==> src/rtl/generador_tonos_if.sv <==
// generador_tonos_if: valid/ready frequency-request port of the tone generator
interface generador_tonos_if #(
  parameter int CH_W   = 2,
  parameter int FREQ_W = 16
);
  logic              cfg_valid;
  logic              cfg_ready;
  logic [CH_W-1:0]   cfg_ch;
  logic [FREQ_W-1:0] cfg_freq;
  modport master (output cfg_valid, cfg_ch, cfg_freq, input cfg_ready);
  modport slave  (input cfg_valid, cfg_ch, cfg_freq, output cfg_ready);
endinterface

==> src/rtl/generador_tonos.sv <==
// generador_tonos: multi-channel square-wave generator, half-periods from one shared serial divider
module generador_tonos #(
  parameter int CLK_HZ   = 50000000,
  parameter int CHANNELS = 4,
  parameter int FREQ_W   = 16,
  parameter int DIV_W    = 26,
  parameter int CH_W     = (CHANNELS > 1) ? $clog2(CHANNELS) : 1
) (
  input  logic                clk,
  input  logic                rst_n,
  generador_tonos_if.slave    cfg,
  input  logic [CHANNELS-1:0] ch_en,
  output logic [CHANNELS-1:0] tone_out
);
  typedef enum logic [1:0] {IDLE, DIV, COMMIT} state_t;
  localparam logic [63:0] MAX64 = (64'd1 << DIV_W) - 64'd1;
  localparam logic [31:0] MAX   = MAX64[31:0];
  state_t            state_q;
  logic              ready_q;
  logic [CH_W-1:0]   ch_q;
  logic [FREQ_W-1:0] freq_q;
  logic [FREQ_W:0]   dsr_q, rem_q, rem_d;
  logic [31:0]       quo_q;
  logic [4:0]        bit_q;
  logic [FREQ_W+1:0] rem_sh;
  logic              ge;
  logic [DIV_W-1:0]  res;
  logic              commit;
  always_comb begin
    rem_sh = {rem_q, quo_q[31]};
    ge     = rem_sh >= {1'b0, dsr_q};
    rem_d  = ge ? (FREQ_W+1)'(rem_sh - {1'b0, dsr_q}) : rem_sh[FREQ_W:0];
    res    = freq_q == '0 ? '0 :
             quo_q == '0 ? DIV_W'(1) :
             quo_q > MAX ? MAX[DIV_W-1:0] : quo_q[DIV_W-1:0];
    commit = state_q == COMMIT;
  end
  assign cfg.cfg_ready = ready_q;
  // restoring division: remainder and quotient shift left together, one quotient bit per cycle
  always_ff @(posedge clk) begin
    if (!rst_n) begin
      state_q <= IDLE;
      ready_q <= 1'b1;
      bit_q   <= '0;
    end else begin
      case (state_q)
        IDLE: if (cfg.cfg_valid && ready_q) begin
          ch_q    <= cfg.cfg_ch;
          freq_q  <= cfg.cfg_freq;
          dsr_q   <= {cfg.cfg_freq, 1'b0};
          quo_q   <= 32'(CLK_HZ);
          rem_q   <= '0;
          bit_q   <= '0;
          ready_q <= 1'b0;
          state_q <= DIV;
        end
        DIV: begin
          rem_q   <= rem_d;
          quo_q   <= {quo_q[30:0], ge};
          bit_q   <= bit_q + 5'd1;
          state_q <= bit_q == 5'd31 ? COMMIT : DIV;
        end
        COMMIT: begin
          ready_q <= 1'b1;
          state_q <= IDLE;
        end
        default: state_q <= IDLE;
      endcase
    end
  end
  for (genvar c = 0; c < CHANNELS; c++) begin : g_ch
    logic [DIV_W-1:0] half_q, pend_val_q, cnt_q;
    logic             pend_q, tone_q;
    logic             hit;
    assign hit         = commit && ch_q == CH_W'(c);
    assign tone_out[c] = tone_q;
    // commit is evaluated last so it overrides the free-running update in the same cycle
    always_ff @(posedge clk) begin
      if (!rst_n) begin
        half_q     <= '0;
        pend_val_q <= '0;
        cnt_q      <= '0;
        pend_q     <= 1'b0;
        tone_q     <= 1'b0;
      end else begin
        if (!ch_en[c] || half_q == '0) begin
          cnt_q  <= '0;
          tone_q <= 1'b0;
          if (pend_q) begin
            half_q <= pend_val_q;
            pend_q <= 1'b0;
          end
        end else if (cnt_q == half_q - DIV_W'(1)) begin
          tone_q <= ~tone_q;
          cnt_q  <= '0;
          if (pend_q) begin
            half_q <= pend_val_q;
            pend_q <= 1'b0;
          end
        end else begin
          cnt_q <= cnt_q + DIV_W'(1);
        end
        if (hit) begin
          if (res == '0) begin
            half_q <= '0;
            pend_q <= 1'b0;
          end else if (half_q == '0) begin
            half_q <= res;
            cnt_q  <= '0;
          end else begin
            pend_val_q <= res;
            pend_q     <= 1'b1;
          end
        end
      end
    end
  end
endmodule
==> src/flat_wrapper.sv <==
// flat-port wrapper written by rule: the top's interface ports become plain ports
module generador_tonos_flat 
#(
  parameter int CLK_HZ   = 50000000,
  parameter int CHANNELS = 4,
  parameter int FREQ_W   = 16,
  parameter int DIV_W    = 26,
  parameter int CH_W     = (CHANNELS > 1) ? $clog2(CHANNELS) : 1
)
  (clk, rst_n, ch_en, tone_out, cfg_cfg_valid, cfg_cfg_ch, cfg_cfg_freq, cfg_cfg_ready);
  generador_tonos_if #(.CH_W(CH_W), .FREQ_W(FREQ_W)) cfg_i ();
  input  logic clk;
  input  logic rst_n;
  input  logic [CHANNELS-1:0] ch_en;
  output logic [CHANNELS-1:0] tone_out;
  input wire logic [$bits(cfg_i.cfg_valid)-1:0] cfg_cfg_valid;
  input wire logic [$bits(cfg_i.cfg_ch)-1:0] cfg_cfg_ch;
  input wire logic [$bits(cfg_i.cfg_freq)-1:0] cfg_cfg_freq;
  output wire logic [$bits(cfg_i.cfg_ready)-1:0] cfg_cfg_ready;
  assign cfg_i.cfg_valid = cfg_cfg_valid;
  assign cfg_i.cfg_ch = cfg_cfg_ch;
  assign cfg_i.cfg_freq = cfg_cfg_freq;
  assign cfg_cfg_ready = cfg_i.cfg_ready;
  generador_tonos #(.CLK_HZ(CLK_HZ), .CHANNELS(CHANNELS), .FREQ_W(FREQ_W), .DIV_W(DIV_W), .CH_W(CH_W)) u_core (.clk(clk), .rst_n(rst_n), .cfg(cfg_i), .ch_en(ch_en), .tone_out(tone_out));
endmodule
==> config.mk <==
export PLATFORM = sky130hd
export DESIGN_NAME = generador_tonos_flat
export DESIGN_NICKNAME = d
export VERILOG_FILES = /design/src/rtl/generador_tonos_if.sv /design/src/rtl/generador_tonos.sv /design/src/flat_wrapper.sv
export SDC_FILE = /design/constraint.sdc
export NUM_CORES = 1
export LEC_CHECK = 0
export BUFFER_PORTS_ARGS = -buffer_cell sky130_fd_sc_hd__buf_2
export CORE_MARGIN = 5
export CORE_UTILIZATION = 50
export CTS_CLUSTER_DIAMETER = 80
export CTS_CLUSTER_SIZE = 40
export DETAILED_ROUTE_END_ITERATION = 12
export PLACE_DENSITY = 0.78
export SLEW_MARGIN = 20
export SYNTH_ARGS = -nofsm -noshare
export SYNTH_HDL_FRONTEND = slang
export SYNTH_SLANG_ARGS = --single-unit
==> constraint.sdc <==
create_clock -name clk -period 4.2 [get_ports clk]
set_input_delay 0.42 -clock clk [delete_from_list [all_inputs] [get_ports clk]]
set_output_delay 0.42 -clock clk [all_outputs]
set_load 0.1 [all_outputs]
After elaboration in Yosys (flattened, before gate mapping)

Cells that the tools add are included.

Register bits: 395
Bits in latches: 0
RAM bits: 0
Bits in read-only memories: 0
Input bits: 25
Output and inout bits: 5
Memories: 0

Add/subtract/negate cells: 10
$mul: 0
Divide/modulo/power cells: 0
Magnitude comparators: 2
Eq/ne operators: 11
Shift operators: 0
Mux-type cells: 79
Bitwise gates (word level): 10
Reduce and logical (&&, ||, !) cells: 36

Operator list:

| operator                                             | count |
|---|---|
| two-way mux 26 bit                                   | 47 |
| logical NOT 26 bit                                   | 5 |
| adder 26 x 1 -> 26 bit, second input constant        | 4 |
| equality test 26 bit                                 | 4 |
| subtractor 26 x 1 -> 26 bit, second input constant   | 4 |
| one-hot mux 32 bit (2 select lines)                  | 1 |
| two-way mux 17 bit                                   | 2 |
| one-hot mux 17 bit (2 select lines)                  | 1 |
| > comparator 32 x 26 -> 1 bit, second input constant | 1 |
| logical NOT 32 bit                                   | 1 |
| two-way mux 32 bit                                   | 1 |
| two-way mux 1 bit                                    | 21 |
| >= comparator 18 x 17 -> 1 bit                       | 1 |
| AND reduction 3 bit                                  | 6 |
| subtractor 17 bit                                    | 1 |
| logical NOT 16 bit                                   | 1 |
| NOT 1 bit                                            | 10 |
| one-hot mux 5 bit (2 select lines)                   | 1 |
| OR reduction 2 bit                                   | 4 |
| equality test 2 bit, second input constant           | 3 |
| adder 5 x 1 -> 5 bit, second input constant          | 1 |
| equality test 5 bit, second input constant           | 1 |
| logical AND 1 bit                                    | 5 |
| two-way mux 5 bit                                    | 1 |
| 10 further kinds                                     | 21 |

Longest topological paths before layout

Word-level depth: 7
Depth in mapped cells: 15
Gate-level depth less buffers: 12

Least setup slack after synthesis

No wires, ideal clock.

Path kind: register to register
From: reg u_core.g_ch[1].half_q[0]
To: reg u_core.g_ch[1].half_q[16]
Setup time: 0.120 ns
Arrival time: 3.349 ns
Data required time: 4.080 ns
Slack: 0.732 ns
Cell stages (with the launch flop): 13
Clock period less this slack: 3.468 ns
Cells stage by stage: dfxtp_1 > inv_1 > ha_1 > or4b_2 > or4_4 > or4_1 > a21boi_1 > o21ai_1 > nor3_2 > o2111ai_4 > buf_6 > and3_1 > a211o_1

Cells in the longest elaborated chain, start to end: 7
Elaborated cells between the ends (all ways): 9
Those cells by class: add/sub (1); eq/ne (1); mux (5); reduce/logical (2)

Ends and longest elaborated chain:

| item                        | RTL line               | text |
|---|---|---|
| start, declared             | generador_tonos.sv:72  | `logic [DIV_W-1:0] half_q, pend_val_q, cnt_q;` |
| start signal, assigned      | generador_tonos.sv:90  | `half_q <= pend_val_q;` |
| start signal, assigned      | generador_tonos.sv:97  | `half_q <= pend_val_q;` |
| start signal, assigned      | generador_tonos.sv:108 | `half_q <= res;` |
| subtractor 26 x 1 -> 26 bit | generador_tonos.sv:93  | `end else if (cnt_q == half_q - DIV_W'(1)) begin` |
| equality test 26 bit        | generador_tonos.sv:93  |  |
| two-way mux 26 bit          | generador_tonos.sv:93  |  |
| two-way mux 26 bit          | generador_tonos.sv:86  | `if (!ch_en[c] \|\| half_q == '0) begin` |
| two-way mux 26 bit          | generador_tonos.sv:107 | `end else if (half_q == '0) begin` |
| two-way mux 26 bit          | generador_tonos.sv:104 | `if (res == '0) begin` |
| two-way mux 26 bit *        | generador_tonos.sv:103 | `if (hit) begin` |

Mark *: on every way between the ends. The rest lies on a longest branch, timed or not.
A chain may end at the register's enable or synchronous reset.

Worst setup path after layout

From: reg u_core.g_ch[3].half_q[0]
To: reg u_core.g_ch[3].half_q[23]

Cells in the longest elaborated chain, start to end: 7
Elaborated cells between the ends (all ways): 9
Those cells by class: add/sub (1); eq/ne (1); mux (5); reduce/logical (2)

Ends and longest elaborated chain:

| item                        | RTL line |
|---|---|
| start, declared             | generador_tonos.sv:72 |
| start signal, assigned      | generador_tonos.sv:90 |
| start signal, assigned      | generador_tonos.sv:97 |
| start signal, assigned      | generador_tonos.sv:108 |
| subtractor 26 x 1 -> 26 bit | generador_tonos.sv:93 |
| equality test 26 bit        | generador_tonos.sv:93 |
| two-way mux 26 bit          | generador_tonos.sv:93 |
| two-way mux 26 bit          | generador_tonos.sv:86 |
| two-way mux 26 bit          | generador_tonos.sv:107 |
| two-way mux 26 bit          | generador_tonos.sv:104 |
| two-way mux 26 bit *        | generador_tonos.sv:103 |

Marked as above.

==> results.toml <==
[global_routing]
grt_use_total_pct = 21.40
grt_antenna_before_repair = 0
grt_pass1_vias = 16280
grt_max_degree = 57
grt_pass1_wl_um = 82010
gr-total-overflow = 0

[cts]
cts_tree = "built"
htreeDepth = 1
clock_latency_ns = 0.59
cts_root_buf = "clkbuf_16"
numCtsBuffers = 20
clock_path_buffers = 3
clk_pin_slew_worst_paths_ns = 0.11
cts.sinks = 395

[cells_and_area]
fin_nets = 2398
final_common_cell = "dfxtp_1"
final_cell_mix = "dfxtp_1, nand2_1, nor2_1, o21ai_0, and2_1"
area_growth_pct = 7.394
drive_gt1_share_pct = 6.568
n_antenna_cell = 0

[sta]
slew_headroom_pct = 17.68
tightest_slew_ns = 1.227
period_needed_ns = 3.950
hold_violations = 0
rsz0062_at_grt = "no"
clock_skew_ns = 0.05076
setup_violations = 0
fin_crit_sh_pct = 94.05
fmax_ghz = 0.2531
setup_tns_ns = 0
whs_ns = 0.02483
drv_slew = 0

[route]
drt_wl_total_um = 49900
wl_per_cell_um = 17.25
vias = 17190
drt-initial-drc-count = 1371
viasPerCell = 5.945
drt_first_pass_iters = 6
drc = 0
drtAntennaViolNets = 0

[floorplan]
die_area_mm2 = 0.04567
core-area_mm2 = 0.04092
dieHeight_um = 213.7
fp-row-count = 74
die_w_um = 213.7
io_pins = 30
initial_core_util_pct = 50.70

[synthesis]
synth_nets = 2432
synth_edf_count = 67
async_reset_ff_share_pct = 0
synth.distinct_cells = 85
ys.warnings.count = 0
yosysSeqAreaShare_pct = 41.35
ys.flop_type = "dfxtp_1"
ys_ff_latch = 395
netlist_area_mm2 = 0.02075
syn_inst = 2380
postSynthAreaPerCell_um2 = 8.717

[critical_path]
worst-path-max-fanout = 26
required_ns = 4.62
critPathKind = "reg2reg"
critPathLaunchType = "register"
arrival_ns = 4.37
cp-end-kind = "register"

[outcome]
outcome = "finished, final reports clean"

[pwr]
p_leak_nw = 8.380
ir_drop_mv = 0.4152
powerDensity_mw_per_mm2 = 305.8

[place]
io_buffer_count = 29
gp_congestion = 0.8735
place_hpwl_um = 34450

[hold_path]
worstHoldPathType = "in2reg"

[job]
max-cap-violations = 0
-- synthesized netlist by cell type (35+ instances only) --
cell / n / area share [%]
dfxtp_1: 328 / 32
edfxtp_1: 67 / 9.7
and2_1: 135 / 4.1
o22ai_1: 82 / 2.5
xnor2_1: 126 / 5.3
nor4_1: 35 / 1.1
clkbuf_1: 99 / 1.8
nor3_1: 39 / 0.94
nand3_1: 86 / 2.1
nand4_1: 36 / 1.1
o21ai_0: 165 / 4.0
nand2_1: 224 / 4.1
mux2i_1: 82 / 4.0
xor2_1: 105 / 4.4
a21oi_1: 43 / 1.0
and3_1: 49 / 1.5
nor2_1: 210 / 3.8
inv_1: 49 / 0.89
-- what timing repair did --
action	in CTS	in global routing
buffers inserted	0	0
endpoints found under the hold margin	16	0
hold buffers	16	0
setup endpoints to repair	0	19
resized for setup	0	1
-- metal layers --
layer	global-route usage, %	share of wire [%]	up-vias
met5	0	0	-
met1	29.80	45	8191
met2	34.75	46	531
met4	7.303	3.7	0
met3	2.634	6.1	92
li1	-	-	8379
-- critical path, stage by stage (launching register included) --
cell       delay [ns]
dfxtp_1          0.38
inv_1            0.08
ha_1             0.40
or4b_2           0.77
a211o_1          0.28
a21boi_1         0.15
o2111ai_1        0.14
nor4_1           0.37
o2111ai_1        0.30
o31ai_4          0.33
buf_12           0.26
mux2i_1          0.22
o22ai_1          0.11
-- metrics by stage --
stage               power, W  util (%)  cells  area, µm²  worst slack, ns
global placement    0.004312     51.98   2839      21270           0.3486
detailed placement  0.004322     51.98   2839      21270           0.2774
CTS                 0.006853     54.34   2891      22240           0.2551
floorplan           0.004235         -   2380      20750           0.7318
global route        0.007033     54.45   2892      22280          0.06223
finish              0.006813     54.45   2892      22280           0.2497
-- where the power goes --
group / switching [W] / leakage, nW / internal [W] / total, W
combinational: 0.000210 / 4.75 / 0.000120 / 0.000330
clock: 0.00147 / 0.381 / 0.00108 / 0.00256
sequential: 0.0000294 / 3.25 / 0.00390 / 0.00393
total: 0.00171 / 8.38 / 0.00510 / 0.00681
-- path summary, 6_finish.rpt --
kind	start	to	slack, ns	cells past startpoint
setup / recovery	u_core.g_ch[3].half_q[0]	u_core.g_ch[3].half_q[23]	0.25	12
hold / removal	cfg_cfg_freq[11]	u_core.freq_q[11]	0.02	1
setup reg to reg	u_core.g_ch[3].half_q[0]	u_core.g_ch[3].half_q[23]	0.25	12
hold reg to reg	u_core.g_ch[1].pend_val_q[4]	u_core.g_ch[1].half_q[4]	0.47	1
-- sequential cells by signal, summed over array words and instances, names as in the netlist --
| name | cells |
|---|---|
| u_core.freq_q | 16 |
| u_core.bit_q | 5 |
| u_core.g_ch.cnt_q | 104 |
| u_core.g_ch.half_q | 104 |
| u_core.state_q | 2 |
| u_core.cfg.cfg_ready | 1 |
| u_core.rem_q | 17 |
| u_core.g_ch.pend_q | 4 |
| u_core.quo_q | 32 |
| u_core.ch_q | 2 |
| u_core.g_ch.pend_val_q | 104 |
| u_core.g_ch.tone_q | 4 |
-- layout make-up --
cell class	instances	area, µm²
Clock buffer	22	550.5
Sequential cell	395	8578
Multi-Input combinational cell	1799	11400
Clock inverter	14	259.0
Timing Repair Buffer	81	645.6
Tap cell	532	665.6
Fill cell	3599	18640
Inverter	49	183.9
-- kinds of logic (layout without fill, tap and decap cells) --
family                   count (synthesis)  in the layout  share of synthesized area (%)
AO/OA/AOI/OAI                          472            472                          14.31
XOR/XNOR                               231            231                          9.752
AND/OR/NAND/NOR                        983            983                          24.75
flip-flops                             395            395                          41.35
buffers and inverters                  186            166                          4.004
adder cells (fa/ha/maj)                 27             27                          1.664
multiplexers                            86             86                          4.173
No activity file was read; power rests on OpenSTA's default activity.
